[src/rtl/msdap_pkg.sv]
// Shared constants and scheduler state encoding for the MSDAP output path.
package msdap_pkg;

  localparam int DATA_W      = 40;
  localparam int SHIFT_LEN   = 40;
  localparam int FRAME_SLOTS = 2 * SHIFT_LEN;

  typedef enum logic [2:0] {
    ST_IDLE    = 3'd0,
    ST_LOAD_L  = 3'd1,
    ST_SHIFT_L = 3'd2,
    ST_LOAD_R  = 3'd3,
    ST_SHIFT_R = 3'd4
  } sched_state_t;

endpackage

[src/rtl/p2s_chan_buf.sv]
// One-entry valid/ready holding register for a channel result.
// A consume and an accept in the same cycle refill the entry.
module p2s_chan_buf #(
  parameter int DATA_W = 40
) (
  input  logic              clk,
  input  logic              rst_n,
  input  logic              valid_i,
  input  logic [DATA_W-1:0] data_i,
  input  logic              consume_i,
  output logic              ready_o,
  output logic              full_o,
  output logic [DATA_W-1:0] data_o
);

  logic              full_q;
  logic [DATA_W-1:0] data_q;
  logic              accept;

  assign ready_o = ~full_q | consume_i;
  assign accept  = valid_i & ready_o;
  assign full_o  = full_q;
  assign data_o  = data_q;

  // NOTE: the data word is reset too; it is a single register, not a RAM, and a
  // known value keeps an underrun-free first frame deterministic after reset.
  always_ff @(posedge clk or negedge rst_n) begin
    if (!rst_n) begin
      full_q <= 1'b0;
      data_q <= '0;
    end else if (accept) begin
      full_q <= 1'b1;
      data_q <= data_i;
    end else if (consume_i) begin
      full_q <= 1'b0;
    end
  end

endmodule

[src/rtl/p2s_sched.sv]
// Frame scheduler sharing one P2S serializer between the left and right
// channel datapaths: left word at slot 0, right word at slot SHIFT_LEN.
module p2s_sched #(
  parameter int DATA_W    = 40,
  parameter int SHIFT_LEN = 40
) (
  input  logic              SCLK,
  input  logic              CLR_N,
  input  logic              FRAME,
  input  logic              L_VALID,
  input  logic [DATA_W-1:0] L_DATA,
  output logic              L_READY,
  input  logic              R_VALID,
  input  logic [DATA_W-1:0] R_DATA,
  output logic              R_READY,
  output logic              P2S_LOAD,
  output logic [DATA_W-1:0] P2S_PDATA,
  output logic              P2S_CLR,
  output logic              CH_SEL,
  output logic              BUSY,
  output logic [1:0]        UNDERRUN,
  output logic              OVERRUN,
  input  logic              ERR_CLR
);

  import msdap_pkg::*;

  localparam logic [6:0] C_LAST_L = 7'(SHIFT_LEN - 1);
  localparam logic [6:0] C_END    = 7'(2 * SHIFT_LEN);
  localparam logic [6:0] C_MAX    = 7'h7F;

  sched_state_t      state_q, state_d;
  logic [6:0]        c_q, c_d;
  logic              l_take_q, r_take_q;
  logic              load_q, load_d;
  logic [DATA_W-1:0] pdata_q, pdata_d;
  logic              ch_sel_q, ch_sel_d;
  logic              busy_q, busy_d;
  logic [1:0]        under_q, under_d;
  logic              over_q, over_d;

  logic              l_full, r_full;
  logic [DATA_W-1:0] l_data, r_data;
  logic              consume_l, consume_r;
  logic              frame_ok, enter_load_r;

  // A buffer is emptied only if its word was the one actually loaded.
  assign consume_l = (state_q == ST_LOAD_L) & l_take_q;
  assign consume_r = (state_q == ST_LOAD_R) & r_take_q;

  p2s_chan_buf #(.DATA_W(DATA_W)) u_buf_l (
    .clk      (SCLK),
    .rst_n    (CLR_N),
    .valid_i  (L_VALID),
    .data_i   (L_DATA),
    .consume_i(consume_l),
    .ready_o  (L_READY),
    .full_o   (l_full),
    .data_o   (l_data)
  );

  p2s_chan_buf #(.DATA_W(DATA_W)) u_buf_r (
    .clk      (SCLK),
    .rst_n    (CLR_N),
    .valid_i  (R_VALID),
    .data_i   (R_DATA),
    .consume_i(consume_r),
    .ready_o  (R_READY),
    .full_o   (r_full),
    .data_o   (r_data)
  );

  // Last slot of a frame also accepts FRAME, giving gapless back-to-back frames.
  assign frame_ok     = FRAME & ((state_q == ST_IDLE) |
                                 ((state_q == ST_SHIFT_R) & (c_q == C_END)));
  assign enter_load_r = (state_q == ST_SHIFT_L) & (c_q == C_LAST_L);

  // NOTE: every combinational output gets a default first so no path infers a latch.
  always_comb begin
    state_d = state_q;
    c_d     = (c_q == C_MAX) ? c_q : c_q + 7'd1;
    unique case (state_q)
      ST_IDLE:    state_d = ST_IDLE;
      ST_LOAD_L:  state_d = ST_SHIFT_L;
      ST_SHIFT_L: if (c_q == C_LAST_L) state_d = ST_LOAD_R;
      ST_LOAD_R:  state_d = ST_SHIFT_R;
      ST_SHIFT_R: if (c_q == C_END) state_d = ST_IDLE;
      default:    state_d = ST_IDLE;
    endcase
    if (frame_ok) begin
      state_d = ST_LOAD_L;
      c_d     = 7'd0;
    end
  end

  always_comb begin
    load_d   = (state_d == ST_LOAD_L) | (state_d == ST_LOAD_R);
    busy_d   = (state_d != ST_IDLE);
    ch_sel_d = (state_d == ST_SHIFT_R);
    pdata_d  = '0;
    if (frame_ok && l_full)     pdata_d = l_data;
    if (enter_load_r && r_full) pdata_d = r_data;
    under_d    = ERR_CLR ? 2'b00 : under_q;
    under_d[0] = under_d[0] | (frame_ok & ~l_full);
    under_d[1] = under_d[1] | (enter_load_r & ~r_full);
    over_d     = (ERR_CLR ? 1'b0 : over_q) | (FRAME & busy_q & ~frame_ok);
  end

  // NOTE: sequential state uses non-blocking assignments only, so every
  // register samples the pre-edge values regardless of statement order.
  always_ff @(posedge SCLK or negedge CLR_N) begin
    if (!CLR_N) begin
      state_q  <= ST_IDLE;
      c_q      <= C_MAX;
      l_take_q <= 1'b0;
      r_take_q <= 1'b0;
      load_q   <= 1'b0;
      pdata_q  <= '0;
      ch_sel_q <= 1'b0;
      busy_q   <= 1'b0;
      under_q  <= 2'b00;
      over_q   <= 1'b0;
    end else begin
      state_q  <= state_d;
      c_q      <= c_d;
      if (frame_ok)     l_take_q <= l_full;
      if (enter_load_r) r_take_q <= r_full;
      load_q   <= load_d;
      pdata_q  <= pdata_d;
      ch_sel_q <= ch_sel_d;
      busy_q   <= busy_d;
      under_q  <= under_d;
      over_q   <= over_d;
    end
  end

  assign P2S_LOAD  = load_q;
  assign P2S_PDATA = pdata_q;
  assign P2S_CLR   = ~CLR_N;
  assign CH_SEL    = ch_sel_q;
  assign BUSY      = busy_q;
  assign UNDERRUN  = under_q;
  assign OVERRUN   = over_q;

endmodule

[config.mk]
export PLATFORM = sky130hd
export DESIGN_NAME = p2s_sched
export DESIGN_NICKNAME = d
export VERILOG_FILES = /design/src/rtl/msdap_pkg.sv /design/src/rtl/p2s_chan_buf.sv /design/src/rtl/p2s_sched.sv
export SDC_FILE = /design/constraint.sdc
export NUM_CORES = 1
export LEC_CHECK = 0
export ABC_AREA = 1
export BUFFER_PORTS_ARGS = -buffer_cell sky130_fd_sc_hd__clkbuf_2
export CORE_MARGIN = 2
export CORE_UTILIZATION = 57
export DETAILED_ROUTE_END_ITERATION = 7
export MAX_ROUTING_LAYER = met4
export PLACE_DENSITY = 0.84
export SLEW_MARGIN = 20
export SYNTH_ARGS = -nofsm -noshare
export SYNTH_HDL_FRONTEND = slang
export SYNTH_SLANG_ARGS = --single-unit
[constraint.sdc]
create_clock -name SCLK -period 2.74 [get_ports SCLK]
set_input_delay 0.137 -clock SCLK [delete_from_list [all_inputs] [get_ports SCLK]]
set_output_delay 0.137 -clock SCLK [all_outputs]
set_load 0.05 [all_outputs]
==> flow_metrics.tcl, run 1 <==
set metrics [dict create \
    status "finished, violations left" \
    violations "DRC" \
    clk_pin_slew_ps 70 \
    ys_seq_area_frac 0.631 \
    place.gp.congestion 0.827 \
    clock_skew_ps 9.13 \
    synth.area.top_cells "dfrtp_1, nand2_1, nand3_1" \
    ctsResizeCount 0 \
    drc 1 \
    vias_per_cell 5.42 \
    cpPeakStageDelay_ps 510 \
    critPathLaunchType "register" \
    rows 36 \
    grt_pass1_wl_mm 26.1 \
    cts_tree "yes" \
    syn_to_final_growth_pct 39.0 \
    worst_slew_pin_slew_ps 805 \
    cpMaxStageDelayCell "o21ai_4" \
    antenna_cells 0 \
    cts_max_path_buffers 2 \
    port_buffers 134 \
    track_usage 0.342 \
    synth_area_mm2 0.00557 \
    end_kind "output port" \
    nFillCells 585 \
    cp_top_family "compound AO/OA/AOI/OAI gates" \
    grt_pass1_vias 5484 \
    drt_pass1_iterations 8 \
    synth_nets 708 \
    drv_slew 0 \
    finalCriticalPeriod_ps 2220 \
    final_nets 918 \
    yosysWarnings 0 \
    wl_met3_mm 1.44 \
    path_cells "inv_1 > nand3_1 > o21ai_4 > clkbuf_2" \
    hold_viol 0 \
    wl_met2_mm 8.33 \
    antenna_found_initial 0 \
    ant_nets 0 \
    dr.first_iter.drc_count 415 \
    routed.top_layer "met4" \
    dp_hpwl_mm 8.77 \
    die_w_um 103 \
    die_area_mm2 0.0106 \
    io_pins 135 \
    grt-ovfl-total 0 \
    synth.top_cell.area_share 0.598 \
    vdd_drop_max_mv 0.496 \
    ys_ff_latch 140 \
    drive_gt1_frac 0.214 \
    insertion_delay_ps 530 \
    synth.avg_cell_area_um2 8.98 \
    critPathRequiredTime_ps 2600 \
    ys_types 20 \
    clockRootBuffer "clkbuf_8" \
    multi_input_area_mm2 0.00171 \
    numCtsBuffers 17 \
    mostFrequentLayoutCells "nand2_1, dfrtp_1, clkbuf_2" \
    rsz0062_at_grt "no" \
    slew_headroom 0.462 \
    drv_cap 0 \
    post_cts_buffers 0 \
    async_flop_share 1.00 \
    ys.flop_type "dfrtp_1" \
    cp_num_buf_inv 2 \
    seq_area_mm2 0.00351 \
    setup_violations 0 \
    hold_path.class "in2async" \
    wl_met1_mm 5.88 \
    synth_edf_count 0 \
    hold_buffers 83 \
    pwr_density_cell_mw_per_mm2 667 \
    clock_sinks 140 \
    wire_per_inst_um 16.8 \
    post-route-period-util 0.812 \
    crit_type "reg2out" \
    htreeDepth 4 \
    synthCells 620 \
    yosys.area.top_type "dfrtp_1" \
    p_leak_nw 4.27 \
    fmax_mhz 450 \
    grt_max_degree 116 \
    total_power_mw 5.16 \
    core_mm2 0.00964 \
    routed_wirelength_mm 16.4 \
    crit_path_max_fanout 19 \
    tns_ps 0 \
    dr_total_vias 5283 \
    worstPathArrival_ps 2090 \
    die_h_um 103 \
    layout_commonest_cell "nand2_1" \
    initial_utilization 0.578 \
]
==> final cells by class <==
| type | instances | area share |
|---|---|---|
| sequential | 140 | 0.454 |
| clock inverter | 8 | 0.0154 |
| tap | 133 | 0.0215 |
| clock buffer | 23 | 0.0564 |
| multi-input combinational | 388 | 0.221 |
| inverter | 58 | 0.0281 |
| timing repair buffer | 225 | 0.204 |
==> sequential cells by signal (all words and copies together) (netlist names), 2 cells and up <==
register / cells
c_q: 7
P2S_PDATA: 40
UNDERRUN: 2
u_buf_l.data_o: 40
u_buf_r.data_o: 40
state_q: 3
==> power breakdown <==
part | internal, mW | switching, mW
Combinational | 0.235 | 0.317
Sequential | 2.27 | 0.123
Clock | 1.38 | 0.844
==> cell families (layout without fill, tap and decap cells) <==
group / after synthesis / in the layout / synth area share
DFF: 140 / 140 / 0.631
and+or+nand+nor: 331 / 331 / 0.246
adders and majority gates: 2 / 2 / 0.00449
buffers and inverters: 92 / 314 / 0.0665
AOI/OAI and AO/OA: 53 / 53 / 0.0494
xor gates and xnor gates: 2 / 2 / 0.00315
==> stage by stage <==
step	util	cells	hold WS (ps)	worst slack, ps	cell area (um2)
after floorplan	-	620	-159	1160	5570
after global placement	0.659	861	13.9	780	6350
after detailed placement	0.659	861	20.0	600	6350
after CTS	0.803	975	37.9	542	7740
final	0.803	975	35.4	515	7740
after global routing	0.803	975	66.4	350	7740
==> synthesized netlist by cell type, drive strengths merged (2+ instances only) <==
cell and instances:
inv 58, xor2 2, o22ai 2, nand3 91, nor2 14, a21oi 3, nand2 223, nor3 2
o21ai 48, dfrtp 133, ha 2, clkbuf 12, dfstp 7, buf 22
==> metal layers <==
layer	vias to the layer above	track usage
met5	-	-
met4	0	0.169
met3	85	0.0908
met2	338	0.565
met1	2494	0.388
li1	2366	-
==> final timing paths <==
| check | end | slack [ps] | depth (start not counted) | from |
|---|---|---|---|---|
| min in group SCLK | u_buf_r.data_o[0]$_DFFE_PN0P_ | 210 | 4 | R_VALID |
| worst min register to register | u_buf_r.data_o[31]$_DFFE_PN0P_ | 470 | 2 | u_buf_r.data_o[31]$_DFFE_PN0P_ |
| worst max register to register | P2S_PDATA[6]$_DFF_PN0_ | 550 | 8 | c_q[0]$_DFFE_PN1P_ |
| worst max-delay path | L_READY | 520 | 4 | state_q[1]$_DFF_PN0_ |
| worst min-delay path | P2S_PDATA[5]$_DFF_PN0_ | 40 | 2 | CLR_N |
| max in group asynchronous | u_buf_r.data_o[31]$_DFFE_PN0P_ | 1840 | 3 | CLR_N |
Power figures use the tool's default switching activity.
==> inputs of run 2 (changes only) <==
--- a/config.mk
+++ b/config.mk
@@ -8,10 +8,10 @@
 export ABC_AREA = 1
 export BUFFER_PORTS_ARGS = -buffer_cell sky130_fd_sc_hd__clkbuf_2
 export CORE_MARGIN = 2
-export CORE_UTILIZATION = 57
+export CORE_UTILIZATION = 48
 export DETAILED_ROUTE_END_ITERATION = 7
 export MAX_ROUTING_LAYER = met4
-export PLACE_DENSITY = 0.84
+export PLACE_DENSITY = 0.76
 export SLEW_MARGIN = 20
 export SYNTH_ARGS = -nofsm -noshare
 export SYNTH_HDL_FRONTEND = slang
==> constraint.sdc (replaced) <==
create_clock -name SCLK -period 1.9 [get_ports SCLK]
set_input_delay 0.095 -clock SCLK [delete_from_list [all_inputs] [get_ports SCLK]]
set_output_delay 0.095 -clock SCLK [all_outputs]
set_load 0.05 [all_outputs]
==> flow_metrics.tcl, run 2 (synthesis results as in run 1) <==
set metrics [dict create \
    status "completed" \
    rsz0062_at_grt "no" \
    reg2reg_depth 8 \
    cpMaxStageDelayCell "dfrtp_1" \
    grt_pass1_wl_mm 24.7 \
    hold_viol 0 \
    antenna_found_initial 0 \
    hold_path.class "in2async" \
    critPathLaunchType "register" \
    track_usage 0.260 \
    worst_slew_pin_slew_ps 511 \
    core_mm2 0.0114 \
    htreeDepth 4 \
    layout_commonest_cell "nand2_1" \
    cpPeakStageDelay_ps 420 \
    syn_to_final_growth_pct 43.8 \
    tns_ps 0 \
    slew_headroom 0.659 \
    dp_hpwl_mm 9.52 \
    drv_slew 0 \
    finalCriticalPeriod_ps 1800 \
    rows 39 \
    cts_tree "yes" \
    io_pins 135 \
    ant_nets 0 \
    setup_violations 0 \
    mostFrequentLayoutCells "nand2_1, dfrtp_1, clkbuf_2" \
    dr_total_vias 5069 \
    antenna_cells 0 \
    critPathRequiredTime_ps 1800 \
    drv_cap 0 \
    crit_type "reg2out" \
    grt-ovfl-total 0 \
    dr.first_iter.drc_count 404 \
    numCtsBuffers 17 \
    grt_max_degree 55 \
    clk_pin_slew_ps 60 \
    worstPathArrival_ps 1710 \
    drt_pass1_iterations 5 \
    p_leak_nw 4.39 \
    crit_cells 5 \
    drc 0 \
    die_h_um 112 \
    cp_num_buf_inv 3 \
    fmax_mhz 555 \
    place.gp.congestion 0.954 \
    post-route-period-util 0.948 \
    routed_wirelength_mm 15.3 \
    drive_gt1_frac 0.235 \
    grt_pass1_vias 5152 \
    clock_skew_ps 5.40 \
    path_cells "inv_1 > nand3_2 > o21ai_4 > buf_12 > clkbuf_4" \
    port_buffers 134 \
    total_power_mw 7.72 \
    end_kind "output port" \
    clockRootBuffer "clkbuf_16" \
    crit_path_max_fanout 15 \
    insertion_delay_ps 410 \
    initial_utilization 0.490 \
    pwr_density_cell_mw_per_mm2 964 \
    final_nets 932 \
    wire_per_inst_um 15.3 \
    die_w_um 112 \
    clock_sinks 140 \
    die_area_mm2 0.0125 \
    cts_max_path_buffers 2 \
    vias_per_cell 5.07 \
    vdd_drop_max_mv 0.769 \
    cp_top_family "buffers and inverters" \
]
[run 2: cell types whose count changed in the layout (fill, tap and decap cells not counted), moves of 2 or more]
cell	change
buf_4	+9
clkinv_2	-4
buf_12	+3
buf_6	+2
nand2_2	+2
clkbuf_2	-2
clkbuf_8	+7
nand2_1	-2
clkbuf_1	-3
[run 2: worst paths after layout]
check	startpoint	to	slack, ps
min	CLR_N	u_buf_l.data_o[12]$_DFFE_PN0P_	190
max	state_q[2]$_DFF_PN0_	R_READY	100
min in group SCLK	L_VALID	u_buf_l.data_o[23]$_DFFE_PN0P_	260
max reg2reg	c_q[0]$_DFFE_PN1P_	P2S_PDATA[31]$_DFF_PN0_	110
max in group asynchronous	CLR_N	P2S_PDATA[39]$_DFF_PN0_	830
min reg2reg	u_buf_l.data_o[1]$_DFFE_PN0P_	u_buf_l.data_o[1]$_DFFE_PN0P_	470
[run 2: routing by layer]
layer  global-route usage  up-vias  part of all wire
met2                0.424      231              0.50
met5                    -        -                 0
met4                0.114        0             0.031
met1                0.324     2404              0.41
li1                     -     2393                 -
met3               0.0414       41             0.065
[run 2: report_power, final]
group          internal, mW  total, mW  leakage (nW)  switching (mW)
clock                  2.35       3.52         0.313            1.17
combinational         0.352      0.773          2.24           0.422
sequential             3.27       3.43          1.84           0.160
[run 2: area by class of cell]
class	count	area, um2
Tap cell	143	179
Fill cell	819	3360
Clock inverter	4	97.6
Multi-Input combinational cell	388	1720
Clock buffer	28	547
Inverter	58	220
Timing Repair Buffer	239	1730
Sequential cell	140	3510
[run 2: what timing repair did]
action,CTS,global route
pin swaps,1,1
endpoints found under the hold margin,132,0
setup buffers,1,4
gates resized for setup,1,6
hold buffers,83,0
endpoints found under the setup margin,1,40
[run 2: through the flow]
| stage | setup WS, ps | hold WS [ps] | area (um2) | cells | utilization |
|---|---|---|---|---|---|
| floorplan | 319 | -201 | 5570 | 620 | - |
| global placement | 219 | 73.5 | 6470 | 880 | 0.569 |
| detailed placement | 122 | 80.5 | 6470 | 880 | 0.569 |
| CTS | 19.4 | 210 | 7960 | 996 | 0.700 |
| global route | 5.46 | 240 | 8010 | 1000 | 0.704 |
| finish | 97.9 | 188 | 8010 | 1000 | 0.704 |
==> inputs of run 3 (changes only) <==
--- a/config.mk
+++ b/config.mk
@@ -8,10 +8,11 @@
 export ABC_AREA = 1
 export BUFFER_PORTS_ARGS = -buffer_cell sky130_fd_sc_hd__clkbuf_2
 export CORE_MARGIN = 2
-export CORE_UTILIZATION = 48
+export CORE_UTILIZATION = 57
 export DETAILED_ROUTE_END_ITERATION = 7
 export MAX_ROUTING_LAYER = met4
-export PLACE_DENSITY = 0.76
+export PLACE_DENSITY = 0.84
+export RECOVER_POWER = 50
 export SLEW_MARGIN = 20
 export SYNTH_ARGS = -nofsm -noshare
 export SYNTH_HDL_FRONTEND = slang
==> constraint.sdc (replaced) <==
create_clock -name SCLK -period 2.3 [get_ports SCLK]
set_input_delay 0.115 -clock SCLK [delete_from_list [all_inputs] [get_ports SCLK]]
set_output_delay 0.115 -clock SCLK [all_outputs]
set_load 0.05 [all_outputs]
==> flow_metrics.tcl, run 3 (synthesis results as in run 1) <==
set metrics [dict create \
    htreeDepth 4 \
    insertion_delay_ps 520 \
    end_kind "output port" \
    setup_violations 0 \
    layout_commonest_cell "nand2_1" \
    status "completed" \
    grt-ovfl-total 0 \
    place_area_mm2 0.00640 \
    crit_path_max_fanout 16 \
    dr.first_iter.drc_count 471 \
    clockRootBuffer "clkbuf_8" \
    stdcell_area_mm2 0.00787 \
    vias_per_cell 5.38 \
    hold_viol 0 \
    drv_slew 0 \
    fmax_mhz 467 \
    drt_pass1_iterations 5 \
    rsz0062_at_grt "no" \
    dr_total_vias 5274 \
    crit_type "reg2out" \
    vdd_drop_max_mv 0.476 \
    mostFrequentLayoutCells "nand2_1, dfrtp_1, clkbuf_2" \
    wire_per_inst_um 17.5 \
    numCtsBuffers 17 \
    ant_nets 0 \
    port_buffers 134 \
    dp_hpwl_mm 8.94 \
    critPathLaunch "state_q[2]$_DFF_PN0_" \
    worst_slew_pin_slew_ps 1050 \
    finalNonFillerCells 980 \
    routed_wirelength_mm 17.1 \
    worstPathArrival_ps 2030 \
    antenna_found_initial 1 \
    syn_to_final_growth_pct 41.4 \
    die_area_mm2 0.0106 \
    tns_ps 0 \
    critPathRequiredTime_ps 2180 \
    place.gp.congestion 0.901 \
    rows 36 \
    cts_max_path_buffers 2 \
    die_h_um 103 \
    critPathLaunchType "register" \
    clock_sinks 140 \
    drive_gt1_frac 0.195 \
    initial_utilization 0.578 \
    clock_skew_ps 9.10 \
    hold_path.class "in2async" \
    io_pins 135 \
    p_leak_nw 4.25 \
    r2r-start "c_q[0]$_DFFE_PN1P_" \
    drv_cap 0 \
    grt_max_degree 80 \
    post-route-period-util 0.931 \
    core_mm2 0.00964 \
    dp.cells 864 \
    grt_pass1_vias 5269 \
    pwr_density_cell_mw_per_mm2 844 \
    drc 0 \
    post_cts_buffers 0 \
    cts_tree "yes" \
    track_usage 0.350 \
    grt_pass1_wl_mm 26.6 \
    final_nets 921 \
    slew_headroom 0.303 \
    die_w_um 103 \
    clk_pin_slew_ps 60 \
    finalCriticalPeriod_ps 2140 \
    post-route-util 0.817 \
]
-- run 3: report_power, final --
part	total, mW	switching, mW	leakage (nW)	internal (mW)
clock network	3.16	1.07	0.318	2.10
registers	2.83	0.136	1.84	2.70
logic	0.646	0.368	2.09	0.278
-- run 3: stage by stage --
| stage | total power, mW | hold slack [ps] | worst slack, ps |
|---|---|---|---|
| finish | 6.64 | 148 | 159 |
| global route | 6.89 | 208 | 44.4 |
| CTS | 6.62 | 166 | 157 |
| detailed placement | 3.37 | 141 | 463 |
| global placement | 3.33 | 128 | 534 |
| floorplan | 3.13 | -181 | 719 |
-- run 3: per-layer routing --
| metal | part of all wire | vias to the layer above | wire length [um] | GRT usage |
|---|---|---|---|---|
| met1 | 0.36 | 2484 | 6150 | 0.416 |
| li1 | - | 2372 | - | - |
| met4 | 0.044 | 0 | 762 | 0.152 |
| met3 | 0.078 | 65 | 1340 | 0.0631 |
| met5 | 0 | - | 0 | - |
| met2 | 0.52 | 353 | 8870 | 0.589 |
-- run 3: critical path: stages, from the launching register on --
cell	delay [ps]
dfrtp_1	420
inv_1	110
nand3_1	170
o21ai_4	230
buf_4	270
clkbuf_2	310
-- run 3: cell type report --
type / instances / area (um2)
repair buffers: 228 / 1590
clock buffers: 18 / 418
clock inverters: 14 / 267
fillers: 573 / 1770
inverters: 58 / 218
well taps: 133 / 166
flip-flops and latches: 140 / 3510
diodes: 1 / 2.50
multi-input cells: 388 / 1700
-- run 3: repair_timing --
| item | 4_1_cts | 5_1_grt |
|---|---|---|
| gates resized for setup | 0 | 0 |
| endpoints found under the hold margin | 144 | 0 |
| endpoints found under the setup margin | 0 | 0 |
| hold buffers | 83 | 0 |
-- run 3: path summary, 6_finish.rpt --
check	to	cells after the start	slack [ps]
max in group asynchronous	state_q[2]$_DFF_PN0_	3	640
min in group SCLK	u_buf_r.data_o[11]$_DFFE_PN0P_	4	230
min	P2S_PDATA[13]$_DFF_PN0_	2	150
max reg2reg	P2S_PDATA[14]$_DFF_PN0_	8	270
min reg2reg	u_buf_l.data_o[3]$_DFFE_PN0P_	2	470
max	R_READY	5	160
